File: src/rtl/axi4_lite_req_arbiter_pkg.sv
// Shared types and default widths for the AXI4-Lite request arbiter.
// Latency: n/a (package only).
// Backpressure: n/a (package only).
// Contents: FSM state encoding (IDLE/WR/RD) and default parameter values.
package axi4l_arb_pkg;

  localparam int DEF_NUM_REQ = 4;
  localparam int DEF_ADDR_W  = 32;
  localparam int DEF_DATA_W  = 32;

  typedef enum logic [1:0] {
    IDLE = 2'd0,
    WR   = 2'd1,
    RD   = 2'd2
  } state_t;

endpackage

File: src/rtl/axi4_lite_req_arbiter_if.sv
// Command channel between the request arbiter and the AXI4-Lite master controller.
// Latency: n/a (wires only).
// Backpressure: a command stays valid until the matching *_ready completion pulse.
// Ports: master = arbiter side (drives wr_*/rd_addr/rd_valid),
//        slave  = controller side (drives wr_ready, rd_ready, rd_data).
interface axi4_lite_req_arbiter_if #(
  parameter int ADDR_W = 32,
  parameter int DATA_W = 32
) ();

  logic [ADDR_W-1:0] wr_addr;
  logic [DATA_W-1:0] wr_data;
  logic              wr_valid;
  logic              wr_ready;
  logic [ADDR_W-1:0] rd_addr;
  logic              rd_valid;
  logic [DATA_W-1:0] rd_data;
  logic              rd_ready;

  modport master (
    output wr_addr, wr_data, wr_valid, rd_addr, rd_valid,
    input  wr_ready, rd_data, rd_ready
  );

  modport slave (
    input  wr_addr, wr_data, wr_valid, rd_addr, rd_valid,
    output wr_ready, rd_data, rd_ready
  );

endinterface

File: src/rtl/axi4_lite_req_arbiter_rr_arbiter.sv
// Round-robin pick: first requester after last_grant (wrapping) wins.
// Latency: combinational.
// Backpressure: none; the caller decides when the winner is consumed.
// Ports: req (request vector), last_grant (index of previous owner), win (one-hot, 0 if no request).
module rr_arbiter #(
  parameter  int NUM_REQ = 4,
  localparam int IDX_W   = $clog2(NUM_REQ)
) (
  input  logic [NUM_REQ-1:0] req,
  input  logic [IDX_W-1:0]   last_grant,
  output logic [NUM_REQ-1:0] win
);

  logic             found;
  logic [IDX_W-1:0] idx;

  // Scan last_grant+1 .. last_grant+NUM_REQ; the final step revisits
  // last_grant itself, so a lone repeat requester still wins.
  always_comb begin
    win   = '0;
    found = 1'b0;
    idx   = '0;
    for (int i = 1; i <= NUM_REQ; i++) begin
      idx = IDX_W'((int'(last_grant) + i) % NUM_REQ);
      if (!found && req[idx]) begin
        win[idx] = 1'b1;
        found    = 1'b1;
      end
    end
  end

endmodule

File: src/rtl/axi4_lite_req_arbiter.sv
// Multiplexes NUM_REQ single-command requesters onto one AXI4-Lite controller, one transaction at a time.
// Latency: request->command valid 1 cycle; ready->req_done 1 cycle; one IDLE cycle between grants.
// Backpressure: command held until wr_ready/rd_ready pulse; losing requesters wait by holding req_valid.
// Ports: clk/arst_n; req_valid/req_we/req_addr/req_wdata in, req_done/req_rdata/grant out; ctl = controller channel.
module axi4_lite_req_arbiter
  import axi4l_arb_pkg::*;
#(
  parameter int NUM_REQ = DEF_NUM_REQ,
  parameter int ADDR_W  = DEF_ADDR_W,
  parameter int DATA_W  = DEF_DATA_W
) (
  input  logic                      clk,
  input  logic                      arst_n,
  input  logic [NUM_REQ-1:0]        req_valid,
  input  logic [NUM_REQ-1:0]        req_we,
  input  logic [NUM_REQ*ADDR_W-1:0] req_addr,
  input  logic [NUM_REQ*DATA_W-1:0] req_wdata,
  output logic [NUM_REQ-1:0]        req_done,
  output logic [DATA_W-1:0]         req_rdata,
  output logic [NUM_REQ-1:0]        grant,
  axi4_lite_req_arbiter_if.master   ctl
);

  localparam int IDX_W = $clog2(NUM_REQ);

  state_t            state, state_nxt;
  logic [IDX_W-1:0]  last_grant, last_grant_nxt;
  logic [NUM_REQ-1:0] grant_nxt, req_done_nxt;
  logic [DATA_W-1:0] req_rdata_nxt;
  logic [ADDR_W-1:0] wr_addr_nxt, rd_addr_nxt;
  logic [DATA_W-1:0] wr_data_nxt;
  logic              wr_valid_nxt, rd_valid_nxt;

  logic [NUM_REQ-1:0] win;
  logic [IDX_W-1:0]   win_idx;
  logic               win_we;
  logic [ADDR_W-1:0]  win_addr;
  logic [DATA_W-1:0]  win_wdata;

  rr_arbiter #(.NUM_REQ(NUM_REQ)) u_rr (
    .req        (req_valid),
    .last_grant (last_grant),
    .win        (win)
  );

  // Steer the winner's command fields out of the packed request buses.
  always_comb begin
    win_idx   = '0;
    win_we    = 1'b0;
    win_addr  = '0;
    win_wdata = '0;
    for (int i = 0; i < NUM_REQ; i++) begin
      if (win[i]) begin
        win_idx   = IDX_W'(i);
        win_we    = req_we[i];
        win_addr  = req_addr[i*ADDR_W +: ADDR_W];
        win_wdata = req_wdata[i*DATA_W +: DATA_W];
      end
    end
  end

  always_comb begin
    state_nxt      = state;
    last_grant_nxt = last_grant;
    grant_nxt      = grant;
    req_done_nxt   = '0;
    req_rdata_nxt  = req_rdata;
    wr_addr_nxt    = ctl.wr_addr;
    wr_data_nxt    = ctl.wr_data;
    rd_addr_nxt    = ctl.rd_addr;
    wr_valid_nxt   = ctl.wr_valid;
    rd_valid_nxt   = ctl.rd_valid;
    unique case (state)
      IDLE: begin
        if (|req_valid) begin
          grant_nxt      = win;
          last_grant_nxt = win_idx;
          if (win_we) begin
            state_nxt    = WR;
            wr_valid_nxt = 1'b1;
            wr_addr_nxt  = win_addr;
            wr_data_nxt  = win_wdata;
          end else begin
            state_nxt    = RD;
            rd_valid_nxt = 1'b1;
            rd_addr_nxt  = win_addr;
          end
        end
      end
      // rd_ready is meaningless here and deliberately not looked at.
      WR: begin
        if (ctl.wr_ready) begin
          state_nxt    = IDLE;
          wr_valid_nxt = 1'b0;
          req_done_nxt = grant;
          grant_nxt    = '0;
        end
      end
      RD: begin
        if (ctl.rd_ready) begin
          state_nxt     = IDLE;
          rd_valid_nxt  = 1'b0;
          req_rdata_nxt = ctl.rd_data;
          req_done_nxt  = grant;
          grant_nxt     = '0;
        end
      end
      default: state_nxt = IDLE;
    endcase
  end

  always_ff @(posedge clk or negedge arst_n) begin
    if (!arst_n) begin
      state        <= IDLE;
      last_grant   <= IDX_W'(NUM_REQ - 1);
      grant        <= '0;
      req_done     <= '0;
      req_rdata    <= '0;
      ctl.wr_addr  <= '0;
      ctl.wr_data  <= '0;
      ctl.rd_addr  <= '0;
      ctl.wr_valid <= 1'b0;
      ctl.rd_valid <= 1'b0;
    end else begin
      state        <= state_nxt;
      last_grant   <= last_grant_nxt;
      grant        <= grant_nxt;
      req_done     <= req_done_nxt;
      req_rdata    <= req_rdata_nxt;
      ctl.wr_addr  <= wr_addr_nxt;
      ctl.wr_data  <= wr_data_nxt;
      ctl.rd_addr  <= rd_addr_nxt;
      ctl.wr_valid <= wr_valid_nxt;
      ctl.rd_valid <= rd_valid_nxt;
    end
  end

endmodule

File: src/flat_wrapper.sv
// flat-port wrapper written by rule: the top's interface ports become plain ports
module axi4_lite_req_arbiter_flat import axi4l_arb_pkg::*;
#(
  parameter int NUM_REQ = DEF_NUM_REQ,
  parameter int ADDR_W  = DEF_ADDR_W,
  parameter int DATA_W  = DEF_DATA_W
)
  (clk, arst_n, req_valid, req_we, req_addr, req_wdata, req_done, req_rdata, grant, ctl_wr_addr, ctl_wr_data, ctl_wr_valid, ctl_rd_addr, ctl_rd_valid, ctl_wr_ready, ctl_rd_data, ctl_rd_ready);
  axi4_lite_req_arbiter_if #(.ADDR_W(ADDR_W), .DATA_W(DATA_W)) ctl_i ();
  input  logic clk;
  input  logic arst_n;
  input  logic [NUM_REQ-1:0] req_valid;
  input  logic [NUM_REQ-1:0] req_we;
  input  logic [NUM_REQ*ADDR_W-1:0] req_addr;
  input  logic [NUM_REQ*DATA_W-1:0] req_wdata;
  output logic [NUM_REQ-1:0] req_done;
  output logic [DATA_W-1:0] req_rdata;
  output logic [NUM_REQ-1:0] grant;
  output wire logic [$bits(ctl_i.wr_addr)-1:0] ctl_wr_addr;
  output wire logic [$bits(ctl_i.wr_data)-1:0] ctl_wr_data;
  output wire logic [$bits(ctl_i.wr_valid)-1:0] ctl_wr_valid;
  output wire logic [$bits(ctl_i.rd_addr)-1:0] ctl_rd_addr;
  output wire logic [$bits(ctl_i.rd_valid)-1:0] ctl_rd_valid;
  input wire logic [$bits(ctl_i.wr_ready)-1:0] ctl_wr_ready;
  input wire logic [$bits(ctl_i.rd_data)-1:0] ctl_rd_data;
  input wire logic [$bits(ctl_i.rd_ready)-1:0] ctl_rd_ready;
  assign ctl_wr_addr = ctl_i.wr_addr;
  assign ctl_wr_data = ctl_i.wr_data;
  assign ctl_wr_valid = ctl_i.wr_valid;
  assign ctl_rd_addr = ctl_i.rd_addr;
  assign ctl_rd_valid = ctl_i.rd_valid;
  assign ctl_i.wr_ready = ctl_wr_ready;
  assign ctl_i.rd_data = ctl_rd_data;
  assign ctl_i.rd_ready = ctl_rd_ready;
  axi4_lite_req_arbiter #(.NUM_REQ(NUM_REQ), .ADDR_W(ADDR_W), .DATA_W(DATA_W)) u_core (.clk(clk), .arst_n(arst_n), .req_valid(req_valid), .req_we(req_we), .req_addr(req_addr), .req_wdata(req_wdata), .req_done(req_done), .req_rdata(req_rdata), .grant(grant), .ctl(ctl_i));
endmodule
File: config.mk
export PLATFORM = sky130hd
export DESIGN_NAME = axi4_lite_req_arbiter_flat
export DESIGN_NICKNAME = d
export VERILOG_FILES = /design/src/rtl/axi4_lite_req_arbiter_pkg.sv /design/src/rtl/axi4_lite_req_arbiter_if.sv /design/src/rtl/axi4_lite_req_arbiter_rr_arbiter.sv /design/src/rtl/axi4_lite_req_arbiter.sv /design/src/flat_wrapper.sv
export SDC_FILE = /design/constraint.sdc
export NUM_CORES = 1
export LEC_CHECK = 0
export CAP_MARGIN = 20
export CORE_AREA = 3 3 172 174
export CTS_CLUSTER_DIAMETER = 50
export DETAILED_ROUTE_END_ITERATION = 12
export DIE_AREA = 0 0 175 177
export PLACE_DENSITY = 0.71
export SYNTH_ARGS = -nofsm -noshare
export SYNTH_HDL_FRONTEND = slang
export SYNTH_SLANG_ARGS = --single-unit
File: constraint.sdc
create_clock -name clk -period 5.4 [get_ports clk]
set_input_delay 1.08 -clock clk [delete_from_list [all_inputs] [get_ports clk]]
set_output_delay 1.08 -clock clk [all_outputs]
set_load 0.01 [all_outputs]
Word level (Yosys, flattened, before mapping)
Cells that the tools add are included.
- bits in registers: 142
- output and inout bits: 138
- word-level logic and storage cells: 114
- add/sub/neg operators: 4
- magnitude comparators: 8
- equal/unequal tests: 7
- multiplexer cells: 58
- bitwise gates (word level): 4
- reduce and logical (&&, ||, !) cells: 23
- operator list (operator ; number):
    $mux 32 ; 8
    $mux 4 ; 9
    $mux 1 ; 22
    $lt 2x3->1 const B ; 4
    $mux 2 ; 6
    $or 4x4->4 ; 3
    $pmux 4 s3 ; 1
    $reduce_and 4->1 ; 3
    $reduce_and 3->1 ; 3
    $bmux 1 s2 ; 4
    $demux 1 s2 ; 4
    $ge 2x1->1 const B ; 4
    $pmux 4 s2 ; 1
    $logic_and 1x1->1 ; 7
    $ne 2x2->1 const B ; 3
    $pmux 2 s3 ; 1
    $add 2x1->2 const B ; 2
    $add 2x2->2 const B ; 2
    $ne 2x1->1 const B ; 2
    $pmux 1 s2 ; 2
    $reduce_and 2->1 ; 2
    $reduce_bool 2->1 ; 2
    $reduce_or 4->1 ; 1
    $logic_not 1->1 ; 3
    5 further kinds ; 5

Depth between registers and ports, before layout
- depth in word-level cells: 20
- depth in mapped cells: 12
- depth with buffers taken out: 9

Hierarchy
From an unflattened synthesis, not the netlist that was laid out.
- cell total of the unflattened synthesis: 681
- area, all modules: 7863.8 um^2
- modules (own cells, without submodules) (module ; times used ; cells an instance ; area an instance (um^2)):
    axi4_lite_req_arbiter ; 1 ; 643 ; 7505.9
    rr_arbiter ; 1 ; 38 ; 357.8

Worst setup path before layout
Ideal clock, no wire load.
- path kind: register -> register
- from: register u_core.last_grant[0]
- to: register u_core.ctl.wr_addr[25]
- library setup time: 0.125 ns
- data arrival time: 3.626 ns
- data required time: 5.275 ns
- slack: 1.649 ns
- stages on the path, launching flop included: 13
- buffers on the path: 3
- period minus slack after synthesis: 3.751 ns
- cells stage by stage: dfstp_2 buf_2 inv_1 ha_1 mux4_2 nor3b_2 a22oi_2 a2111oi_2 o311a_4 o21a_1 buf_6 buf_6 mux2_4
- longest elaborated chain between the ends: 18
- elaborated cells between the ends (all ways): 57
- ends and longest elaborated chain (element ; RTL line ; RTL):
    start, declared ; axi4_lite_req_arbiter.sv:27 ; logic [IDX_W-1:0] last_grant, last_grant_nxt;
    start signal, assigned ; axi4_lite_req_arbiter.sv:115 ; last_grant <= IDX_W'(NUM_REQ - 1);
    start signal, assigned ; axi4_lite_req_arbiter.sv:126 ; last_grant <= last_grant_nxt;
    branches (longest 12 deep; another with $lt 2x3->1) ; -- ;
    $mux 4 * ; axi4_lite_req_arbiter_rr_arbiter.sv:25 ; if (!found && req[idx]) begin
    $mux 1 (4 in series) ; axi4_lite_req_arbiter.sv:53 ; if (win[i]) begin
    $reduce_and 3->1 (no source line) ; -- ;
    end signal, assigned ; axi4_lite_req_arbiter.sv:130 ; ctl.wr_addr <= wr_addr_nxt;
    end, declared ; axi4_lite_req_arbiter_if.sv:21 ; output wr_addr, wr_data, wr_valid, rd_addr, rd_valid,
Every way passes the cells marked *. The select of a mux whose other input is x is not followed.
A chain may end at the register's enable or synchronous reset.

Final worst setup path
- from: register u_core.last_grant[0]
- to: register u_core.ctl.wr_addr[9]
The elaborated chain is that of the path after synthesis.

==> qor.csv <==
metric,value,unit
rsz0062_at_grt,false,
outcome,"complete, no violations",
drive_above_1_share,17.3,%
leakage,0.00519,uW
setup_tns,0,ns
grt_max_degree,103,
switching_share,43.2,%
stdcell_count,1497,
p_int,5730,uW
detailed_place_hpwl,22100,um
dpl.cell_count,1464,
power_frac_seq,19.7,%
powerDensity,774,nW/um^2
wl,30600,um
grt_pass1_vias,7971,
cts_setup_buffers,0,
crit_type,reg2reg,
crit_path_start_kind,flop,
async_flop_share,100,%
clk_path_buf_depth,2,
cp_max_fo,26,
nNetsFinal,1417,
avgSynthCellArea,11.2,um^2
critPathArrivalTime,4.52,ns
grt-ovfl-total,0,
antenna_found_initial,1,
synth_fp_nets,1003,
hold_buffers,0,
relSlewSlack,36.5,%
finalCritPeriodShare,78.4,%
grt_pass1_wl,45900,um
htree_levels,4,
first_pass_iters,6,
synth.area.top_cells,"dfrtp_1 (45%), mux2_2 (14%), a221oi_1 (7.5%), mux2_4 (7.4%), o21ai_0 (4.0%)",
ys_seq_area_share,46.1,%
dieArea,31000,um^2
synth_top_area_share,45.4,%
ios,438,
final-setup-viol-count,0,
synth_area_leader_cell,dfrtp_1,
vias,7466,
start_util,27.6,%
portBuffers,437,
die_x,175,um
p_sw,4370,uW
pwr-share-comb,68.7,%
netlist_instances,691,
die_h,177,um
period_needed,4.23,ns
worst_setup_path_end_kind,flop,
clkLatencyLatePin,0.42,ns
yosys_warnings,0,
final.fill_count,2629,
clock_skew,0.0123,ns
drv_cap,0,
routedWlPerCell,20.4,um
core,27900,um^2
drtIter0Drc,291,
regArea,3560,um^2
ys_types,49,
peakVddDrop,563,uV
cts_root_buffer,clkbuf_16,
tightest_slew,0.952,ns
synthFlopType,dfrtp_1,
required,5.69,ns
post_cts_resized,0,
synth_edf_count,0,
path_clk_slew,0.07,ns
max_freq,236,MHz
hold_viol_final,0,
multi_input_area,3910,um^2
grt.total_usage,19.2,%
cts_buffers,17,
rows,61,
viasPerCell,4.99,
maxSlewViolCount,0,
remaining_drc_errors,0,
cts_tree,built,
numClockSinks,142,
min_path_type,reg2reg,
clkPwrFrac,11.6,%
syn2layout_area_growth,69.3,%
ys_seq_elements,142,
syn_area,7710,um^2
ant_nets,0,
place_congestion,0.852,
## logic make-up (layout without fill, tap and decap cells)
logic type	count (synthesis)	in the layout	synth area share, %
AO/OA/AOI/OAI	200	200	17.7
flip-flops	142	142	46.1
AND/OR/NAND/NOR	137	137	8.31
multiplexers	136	136	22.1
buffers and inverters	64	491	3.80
adder cells (fa/ha/maj)	12	12	1.95
other	0	1	0
## cell type report
class / count / area share, %
tap: 378 / 3.62
sequential: 142 / 27.2
multi-input combinational: 485 / 29.9
inverter: 10 / 0.287
antenna: 1 / 0.0192
clock inverter: 14 / 1.08
clock buffer: 18 / 3.36
timing repair buffer: 449 / 34.5
## critical path, cell delays in order (launching register included)
cell and delay, ns:
dfstp_2 0.72, inv_1 0.19, ha_1 0.42, mux4_2 0.62, nor3b_2 0.42, a22oi_2 0.20
a2111oi_2 0.38, o311a_4 0.28, o21a_4 0.15, buf_4 0.33, mux2_2 0.39
## metrics by stage
| stage | hold slack, ns | instance area [um^2] | total power (uW) | utilization, % | worst slack (ns) |
|---|---|---|---|---|---|
| floorplan | 0.529 | 7710 | 6360 | - | 1.65 |
| global placement | 0.480 | 12500 | 8890 | 44.7 | 0.957 |
| detailed placement | 0.483 | 12500 | 8990 | 44.7 | 0.887 |
| CTS | 0.501 | 13100 | 10200 | 46.7 | 1.15 |
| global route | 0.516 | 13100 | 10800 | 46.8 | 0.929 |
| finish | 0.496 | 13100 | 10100 | 46.8 | 1.17 |
## cells in the final DEF, fill, tap and decap left out, types with 2 or more instances in the layout
| cell type | instances |
|---|---|
| nor2b_1 | 4 |
| dfrtp_1 | 140 |
| ha_1 | 12 |
| nand2_1 | 42 |
| nor3b_1 | 2 |
| o21ai_1 | 13 |
| nor3_1 | 2 |
| o21ai_0 | 62 |
| a22o_1 | 4 |
| inv_1 | 10 |
| dfstp_2 | 2 |
| buf_12 | 3 |
| a21boi_0 | 2 |
| clkdlybuf4s50_1 | 436 |
| buf_4 | 9 |
| mux2_4 | 38 |
| a221o_1 | 2 |
| mux4_2 | 3 |
| clkinv_8 | 2 |
| nor2_1 | 35 |
| inv_6 | 6 |
| mux2_2 | 94 |
| a221oi_1 | 65 |
| o21a_1 | 3 |
| inv_8 | 3 |
| and2_1 | 6 |
| clkinvlp_4 | 3 |
| clkbuf_16 | 17 |
| nand3_1 | 33 |
| a21oi_1 | 34 |
| nand2b_1 | 3 |
## path summary, 6_finish.rpt
path | startpoint | end | slack (ns) | cells after the start
setup / recovery | u_core.last_grant[0]$_DFFE_PN1P_ | u_core.ctl.wr_addr[9]$_DFFE_PN0P_ | 1.17 | 10
hold / removal | u_core.ctl.rd_addr[7]$_DFFE_PN0P_ | u_core.ctl.rd_addr[7]$_DFFE_PN0P_ | 0.50 | 1
setup reg to reg | u_core.last_grant[0]$_DFFE_PN1P_ | u_core.ctl.wr_addr[9]$_DFFE_PN0P_ | 1.17 | 10
hold reg to reg | u_core.ctl.rd_addr[7]$_DFFE_PN0P_ | u_core.ctl.rd_addr[7]$_DFFE_PN0P_ | 0.50 | 1
max in group asynchronous | arst_n | u_core.ctl.wr_addr[9]$_DFFE_PN0P_ | 3.51 | 2
min in group asynchronous | arst_n | u_core.req_rdata[10]$_DFFE_PN0P_ | 0.79 | 1
## Yosys cell counts, types with 3 or more instances
library cell,instances
a21oi_1,34
a221o_1,3
a221oi_1,66
a22o_1,4
and2_1,7
buf_1,5
buf_2,3
buf_4,3
buf_6,5
clkbuf_1,38
dfrtp_1,140
ha_1,12
inv_1,10
mux2_2,94
mux2_4,38
mux4_2,3
nand2_1,43
nand2b_1,3
nand3_1,33
nor2_1,35
nor2b_1,4
o21a_1,4
o21ai_0,62
o21ai_1,13
## state kept, by name, summed over array words and instances, names as in the netlist, 2 cells and up
name and flops:
u_core.req_rdata 32, u_core.req_done 4, u_core.state 2, u_core.grant 4
u_core.ctl.rd_addr 32, u_core.last_grant 2, u_core.ctl.wr_data 32, u_core.ctl.wr_addr 32
## metal layers
metal / vias up / GRT usage [%] / wire length (um)
met3: 43 / 5.96 / 2530
met2: 377 / 34.7 / 15400
li1: 3422 / - / -
met5: - / 0 / 0
met4: 0 / 6.95 / 911
met1: 3624 / 21.1 / 11700
## power by group through the flow
stage | Clock (uW) | Combinational (uW) | Sequential (uW)
CTS | 1220 | 7010 | 1990
global placement | 0 | 6900 | 1990
detailed placement | 0 | 6990 | 2000
floorplan | 0 | 4180 | 2170
global route | 1260 | 7490 | 2060
finish | 1170 | 6950 | 1990
Power figures use the tool's default switching activity.
